==> config.mk <==
export PLATFORM = sky130hd
export DESIGN_NAME = fetch_stage
export DESIGN_NICKNAME = d
export VERILOG_FILES = /design/src/rtl/fetch_pkg.sv /design/src/rtl/fetch_if_id_reg.sv /design/src/rtl/fetch_stage.sv
export SDC_FILE = /design/constraint.sdc
export NUM_CORES = 1
export LEC_CHECK = 0
export CAP_MARGIN = 10
export CORE_UTILIZATION = 44
export CTS_CLUSTER_DIAMETER = 40
export CTS_CLUSTER_SIZE = 28
export DETAILED_ROUTE_END_ITERATION = 7
export PLACE_DENSITY = 0.85
export SLEW_MARGIN = 20
export SYNTH_ARGS = -nofsm -noshare
export SYNTH_HDL_FRONTEND = slang
export SYNTH_SLANG_ARGS = --single-unit
==> constraint.sdc <==
create_clock -name clk -period 4.63 [get_ports clk]
set_clock_uncertainty 0.05 [all_clocks]
set_input_delay 0.926 -clock clk [delete_from_list [all_inputs] [get_ports clk]]
set_output_delay 0.926 -clock clk [all_outputs]
set_load 0.01 [all_outputs]
==> src/rtl/fetch_pkg.sv <==
// Shared constants and types for the fetch stage.
// Holds the FSM state encoding, PC increment and NOP encoding.
package fetch_pkg;

  typedef enum logic [1:0] {
    ST_BOOT  = 2'd0,
    ST_FETCH = 2'd1,
    ST_HALT  = 2'd2
  } state_t;

  localparam int unsigned PC_INC = 4;

  // Decode substitutes this when the slot is empty.
  localparam logic [31:0] NOP_INSTR = 32'h0000_0013;

endpackage

==> src/rtl/fetch_if_id_reg.sv <==
// IF/ID pipeline slot: valid bit, instruction and its PC.
// Ports: clk, reset, i_load, i_flush, i_id_ready, i_instr, i_pc,
//        o_valid, o_instr, o_pc.
module if_id_reg #(
  parameter int ADDR_W = 32
) (
  input  logic              clk,
  input  logic              reset,
  input  logic              i_load,
  input  logic              i_flush,
  input  logic              i_id_ready,
  input  logic [31:0]       i_instr,
  input  logic [ADDR_W-1:0] i_pc,
  output logic              o_valid,
  output logic [31:0]       o_instr,
  output logic [ADDR_W-1:0] o_pc
);

  logic              r_valid;
  logic [31:0]       r_instr;
  logic [ADDR_W-1:0] r_pc;

  // Flush beats load and handshake; an unreplaced
  // slot empties once decode takes it.
  always_ff @(posedge clk) begin
    if (reset) begin
      r_valid <= 1'b0;
      r_instr <= '0;
      r_pc    <= '0;
    end else if (i_flush) begin
      r_valid <= 1'b0;
    end else if (i_load) begin
      r_valid <= 1'b1;
      r_instr <= i_instr;
      r_pc    <= i_pc;
    end else if (i_id_ready) begin
      r_valid <= 1'b0;
    end
  end

  assign o_valid = r_valid;
  assign o_instr = r_instr;
  assign o_pc    = r_pc;

endmodule

==> src/rtl/fetch_stage.sv <==
// PC generation, redirect/halt FSM and IF/ID slot feeding decode.
// Ports: clk, reset, imem_addr/imem_instr, redirect_valid/redirect_pc,
//   halt_req, resume, id_ready, if_valid/if_instr/if_pc, halted,
//   fetch_err; fetch_count only when FETCH_CNT_EN is defined.
module fetch_stage
  import fetch_pkg::*;
#(
  parameter int                 ADDR_W     = 32,
  parameter logic [ADDR_W-1:0]  RESET_PC   = '0,
  parameter int                 IMEM_DEPTH = 1024
) (
  input  logic              clk,
  input  logic              reset,
  output logic [ADDR_W-1:0] imem_addr,
  input  logic [31:0]       imem_instr,
  input  logic              redirect_valid,
  input  logic [ADDR_W-1:0] redirect_pc,
  input  logic              halt_req,
  input  logic              resume,
  input  logic              id_ready,
`ifdef FETCH_CNT_EN
  output logic [31:0]       fetch_count,
`endif
  output logic              if_valid,
  output logic [31:0]       if_instr,
  output logic [ADDR_W-1:0] if_pc,
  output logic              halted,
  output logic              fetch_err
);

  localparam logic [ADDR_W-1:0] PC_LIMIT =
    ADDR_W'(IMEM_DEPTH * 4);

  state_t            r_state;
  state_t            w_state_nxt;
  logic [ADDR_W-1:0] r_pc;
  logic [ADDR_W-1:0] w_pc_nxt;
  logic              r_err;
  logic              w_err_nxt;
  logic              w_load;
  logic              w_flush;
  logic              w_redir;
  logic              w_oor;
  logic              w_valid;

  assign w_redir = redirect_valid && (r_state != ST_BOOT);
  assign w_oor   = (r_pc >= PC_LIMIT);

  always_comb begin
    w_state_nxt = r_state;
    w_pc_nxt    = r_pc;
    w_err_nxt   = r_err;
    w_load      = 1'b0;
    w_flush     = 1'b0;
    unique case (r_state)
      ST_BOOT: w_state_nxt = ST_FETCH;
      ST_FETCH: begin
        if (w_redir) begin
          if (halt_req) w_state_nxt = ST_HALT;
        end else if (halt_req) begin
          w_state_nxt = ST_HALT;
        end else if (w_oor) begin
          w_err_nxt   = 1'b1;
          w_state_nxt = ST_HALT;
        end else if (!w_valid || id_ready) begin
          w_load   = 1'b1;
          w_pc_nxt = r_pc + ADDR_W'(PC_INC);
        end
      end
      ST_HALT: begin
        if (resume && !halt_req) w_state_nxt = ST_FETCH;
      end
      default: w_state_nxt = ST_BOOT;
    endcase
    if (w_redir) begin
      w_flush  = 1'b1;
      w_pc_nxt = {redirect_pc[ADDR_W-1:2], 2'b00};
      if (redirect_pc[1:0] != 2'b00) w_err_nxt = 1'b1;
    end
  end

  always_ff @(posedge clk) begin
    if (reset) begin
      r_state <= ST_BOOT;
      r_pc    <= RESET_PC;
      r_err   <= 1'b0;
    end else begin
      r_state <= w_state_nxt;
      r_pc    <= w_pc_nxt;
      r_err   <= w_err_nxt;
    end
  end

  if_id_reg #(
    .ADDR_W (ADDR_W)
  ) u_slot (
    .clk        (clk),
    .reset      (reset),
    .i_load     (w_load),
    .i_flush    (w_flush),
    .i_id_ready (id_ready),
    .i_instr    (imem_instr),
    .i_pc       (r_pc),
    .o_valid    (w_valid),
    .o_instr    (if_instr),
    .o_pc       (if_pc)
  );

`ifdef FETCH_CNT_EN
  logic [31:0] r_cnt;

  always_ff @(posedge clk) begin
    if (reset) r_cnt <= '0;
    else if (w_load) r_cnt <= r_cnt + 32'd1;
  end

  assign fetch_count = r_cnt;
`endif

  assign imem_addr = r_pc;
  assign if_valid  = w_valid;
  assign halted    = (r_state == ST_HALT);
  assign fetch_err = r_err;

endmodule

* Yosys cells after proc, flatten, opt, wreduce, memory -nomap -nowiden
Cells that the tools add are included.
** Word-level totals
- Flip-flop bits (word level) :: 100
- Output and inout bits :: 99
** Operators by class
- Multiplexer cells :: 25
- Equal/unequal tests :: 7
- Magnitude comparators :: 1
- Bitwise logic cells :: 3
- Add/subtract/negate cells :: 1
- Reductions and logical operators :: 17
** Operator list (count)
- $mux 32 :: 5
- $add 32x3->32 const B :: 1
- $ge 32x13->1 const B :: 1
- $mux 1 :: 14
- $mux 2 :: 5
- $reduce_bool 2->1 :: 5
- $reduce_and 4->1 :: 2
- $ne 3x3->1 const B :: 2
- $pmux 2 s3 :: 1
- $ne 2x1->1 const B :: 2
- $reduce_or 2->1 :: 2
- $not 1->1 :: 3
- $reduce_and 3->1 :: 1
- $eq 2x1->1 const B :: 1
- $eq 2x2->1 const B :: 1
- $logic_and 1x1->1 :: 2
- $logic_not 1->1 :: 2
- $logic_not 2->1 :: 1
- $ne 2x2->1 const B :: 1
- $reduce_and 2->1 :: 1
- $logic_or 1x1->1 :: 1

* Depth between registers and ports, before layout
- Word-level depth :: 8
- Mapped depth :: 7

* Cells and area by module
From an unflattened synthesis, not the netlist that was laid out.
** Unflattened totals
- Cell total of the unflattened synthesis :: 492
- Area total of the unflattened synthesis :: 4867.2 um^2
** Modules (own cells, without submodules)
- if_id_reg :: sequential area each 1301.2 um^2, times used 1, area each 3268.1 um^2, cells each 296
- fetch_stage :: sequential area each 660.6 um^2, times used 1, area each 1599.0 um^2, cells each 196

* Least setup slack after synthesis
Ideal clock, no wire load.
- Path kind :: input -> register
- Start :: input port halt_req
- End :: register u_slot.r_instr[21] (netlist: u_slot.o_instr[21])
- Library setup time :: 0.132 ns
- Cell stages on the path :: 7
- Path slack :: 2.435 ns
- Data required time :: 4.448 ns
- Data arrival time :: 2.013 ns
- Cell sequence :: nor3b_2 nand3_1 or3_1 clkbuf_1 buf_2 nand2_1 a21oi_1
** On the way
- Cells in the longest elaborated chain, start to end :: 4
** RTL lines
- start: declaration :: RTL line fetch_stage.sv:18 : input logic halt_req,
- $mux 1 :: RTL line fetch_stage.sv:60 : end else if (halt_req) begin
- $mux 1 :: RTL line fetch_stage.sv:58 : if (w_redir) begin
- $mux 1 :: RTL line fetch_stage.sv:55 : unique case (r_state)
- $reduce_and 2->1 (no source line)
- end signal: assignment :: RTL line fetch_if_id_reg.sv:34 : r_instr <= i_instr;
- end: declaration :: RTL line fetch_if_id_reg.sv:20 : logic [31:0] r_instr;
Every way passes these cells.
A chain may end at the register's enable or synchronous reset.

* Worst setup path after layout
- Start :: input port halt_req
- End :: register u_slot.r_pc[12] (netlist: u_slot.o_pc[12])
** On the way
- Cells in the longest elaborated chain, start to end :: 4
** RTL lines
- $mux 1 :: RTL line fetch_stage.sv:60
- $mux 1 :: RTL line fetch_stage.sv:58
- $mux 1 :: RTL line fetch_stage.sv:55
- $reduce_and 2->1 (no source line)
- end signal: assignment :: RTL line fetch_if_id_reg.sv:35 : r_pc <= i_pc;
- end: declaration :: RTL line fetch_if_id_reg.sv:21 : logic [ADDR_W-1:0] r_pc;
Every way passes these cells.

==> flow_summary_export.csv <==
group,metric,value,unit
clock_tree,clk_path_buf_depth,2,
clock_tree,cts.sinks,96,
drt,route.detailed.drc,0,
timing,finalSetupViolations,0,
cells_and_area,area.growth.synth_to_final,51.67,%
placement,port_buffers,164,
global_routing,antenna_found_initial,0,
worst_setup_path,crit_type,"in -> reg",
power_and_ir_drop,switching_share,26.15,%
drt,wl_met2,4.896,mm
power_and_ir_drop,power.internal,1.314,mW
clock_tree,clk_latency,350,ps
power_and_ir_drop,powerDensity,320.1,mW/mm^2
worst_setup_path,worst_ep_arrival_time,3220,ps
drt,wl_met1,4.024,mm
worst_setup_path,start_kind,"input pin",
logic_synthesis,netlist_area,0.003666,sq mm
cells_and_area,antennaDiodeCount,0,
flow_run,cap_violations,0,
timing,fmax,330.8,MHz
drt,wire_per_inst,14.41,um
logic_synthesis,synth_edf_count,0,
power_and_ir_drop,seqPwrFrac,50.3,%
cells_and_area,final_net_count,665,
logic_synthesis,netlist-cell-type-count,44,
timing,rsz0062_at_grt,"no",
timing,post-route-min-period,3023,ps
power_and_ir_drop,p_switching,465.4,uW
logic_synthesis,yosys_register_bits,96,
global_routing,grt.overflow.total,0,
drt,via_per_inst,5.104,
hold_path,hold_class,"reg -> reg",
die,die-area,0.008701,sq mm
die,initial_core_util,46.48,%
clock_tree,post_cts_buffers,0,
placement,hpwl,7.309,mm
placement,dp_slack,1247,ps
timing,slew_headroom,35.76,%
die,num_io_pins,169,
global_routing,grt_pass1_vias,3423,
logic_synthesis,avgSynthCellArea,8.332,sq um
drt,vias,3573,
status,status,"finished, final reports clean",
drt,wl_met3,937,um
clock_tree,cts_root_buffer,"clkbuf_8",
clock_tree,h-tree-depth,3,
timing,hold_viol,0,
logic_synthesis,ys.flop_type,"dfxtp_1",
power_and_ir_drop,combPwrFrac,15.9,%
logic_synthesis,ys_seq_area_share,52.42,%
worst_setup_path,crit_fanout,50,
clock_tree,clk_pin_slew,90,ps
die,die_w,93.28,um
logic_synthesis,ys_warn_count,0,
power_and_ir_drop,pwr-share-clk,33.8,%
logic_synthesis,synthCells,440,
cells_and_area,final_cells,700,
timing,maxSlewViolCount,0,
power_and_ir_drop,vdd_drop_max,0.2257,mV
die,die_y,93.28,um
clock_tree,post_cts_resized,0,
global_routing,grt_max_degree,54,
clock_tree,tritoncts,"yes",
drt,dr.pass1.iters,4,
logic_synthesis,postSynth.asyncResetShare,0,%
power_and_ir_drop,total_power,1.780,mW
die,floorplan.core_area,0.007888,sq mm
worst_setup_path,setup.worst_path.end_class,"register",
clock_tree,hold_buffers,0,
cells_and_area,layout-drive-gt1-share,5.351,%
placement,gp_congestion,0.8649,
timing,fin_crit_sh,65.29,%
drt,routed_wl,10.09,mm
timing,tns,0,ps
clock_tree,cts_made_buffers,9,
worst_setup_path,critPathRequiredTime,4830,ps
drt,top_layer_used,"met4",
global_routing,grt_pass1_wl,15.83,mm
drt,drtAntennaViolNets,0,
drt,drt_iter0_markers,170,
global_routing,track_usage,23.17,%
timing,worst_pin_slew,963.6,ps
timing,setup_slack,1607,ps
placement,dp.cells,684,
power_and_ir_drop,p_leak,1.941,nW
die,num_rows,32,
[synthesized netlist by cell type, types with 4 or more instances]
master,instances,area share [%]
a21oi_1,67,9.1
nor2_1,14,1.4
nand2_1,134,14
nor3_1,6,0.82
clkbuf_1,14,1.4
and2_1,20,3.4
nand3_1,5,0.68
buf_4,4,0.82
inv_1,9,0.92
dfxtp_1,96,52
buf_2,7,0.96
nor4_1,9,1.5
a211oi_1,5,1.0
[worst max-delay path, cell delays in order]
cell and delay [ps]:
clkdlybuf4s50_1 450, nor3b_2 290, nand2_1 250, nor4_4 190, buf_4 470, nor2_1 330, and2_1 290
[logic make-up (layout without fill, tap and decap cells)]
logic type,count (synthesis),count (layout),synth area share (%)
AND/OR/NAND/NOR,204,204,26.21
multiplexers,2,2,0.5461
adder cells (fa/ha/maj),2,2,0.6825
other,1,4,0.1023
XOR/XNOR,3,3,0.7169
flip-flops,96,96,52.42
AO/OA/AOI/OAI,93,93,14.27
buffers and inverters,39,194,5.051
[routing by layer]
metal	vias up	GRT usage (%)
met5	-	0
met4	0	9.487
met1	1634	26.03
li1	1761	-
met2	156	39.34
met3	22	8.780
[layout by cell type, fill, tap and decap left out, types with 2 or more instances in the layout]
| cell type | instances |
|---|---|
| clkdlybuf4s50_1 | 163 |
| nand2_1 | 134 |
| dfxtp_1 | 96 |
| a21oi_1 | 67 |
| and2_1 | 20 |
| nor2_1 | 13 |
| inv_1 | 9 |
| nor4_1 | 9 |
| clkbuf_8 | 9 |
| nor3_1 | 6 |
| nand3_1 | 5 |
| a211oi_1 | 5 |
| buf_4 | 5 |
| conb_1 | 4 |
| o21ai_0 | 3 |
| a31oi_1 | 3 |
| a2bb2oi_1 | 3 |
| o21a_1 | 3 |
| xnor2_1 | 3 |
| inv_6 | 3 |
| nand2b_1 | 2 |
| nor4_4 | 2 |
| or3_1 | 2 |
| o21bai_1 | 2 |
| mux2i_1 | 2 |
| ha_1 | 2 |
| bufinv_16 | 2 |
[sequential cells by signal, indices dropped and copies added (netlist names)]
signal	flops
imem_addr	30
fetch_err	1
u_slot.o_instr	32
r_state	2
u_slot.o_valid	1
u_slot.o_pc	30
[power by group through the flow]
stage	Combinational, mW	Sequential [mW]	Clock, mW
final	0.282	0.895	0.602
after global routing	0.304	0.901	0.656
after CTS	0.283	0.895	0.619
after detailed placement	0.281	0.914	0
after global placement	0.274	0.912	0
after floorplan	0.127	0.918	0
[stage by stage]
| step | cell area, sq um | utilization [%] | hold WS, ps |
|---|---|---|---|
| after floorplan | 3677 | - | 426.1 |
| after global placement | 5334 | 67.62 | 387.4 |
| after detailed placement | 5334 | 67.62 | 392.2 |
| after CTS | 5560 | 70.49 | 405.6 |
| after global routing | 5560 | 70.49 | 423.3 |
| final | 5560 | 70.49 | 401.3 |
[area by class of cell]
class / count / area (sq um)
Fill cell: 624 / 2327
Sequential cell: 96 / 1922
Timing Repair Buffer: 169 / 1674
Multi-Input combinational cell: 308 / 1577
Tap cell: 102 / 127.6
Clock buffer: 9 / 123.9
Clock inverter: 7 / 102.6
Inverter: 9 / 33.78
[worst paths after layout]
check	startpoint	to	slack, ps	cells past startpoint
hold / removal	u_slot.o_instr[4]	u_slot.o_instr[4]	400	2
setup / recovery	halt_req	u_slot.o_pc[12]	1610	7
setup reg to reg	imem_addr[21]	u_slot.o_pc[12]	2160	6
hold reg to reg	u_slot.o_instr[4]	u_slot.o_instr[4]	400	2
(Power assumes the default switching activity.)
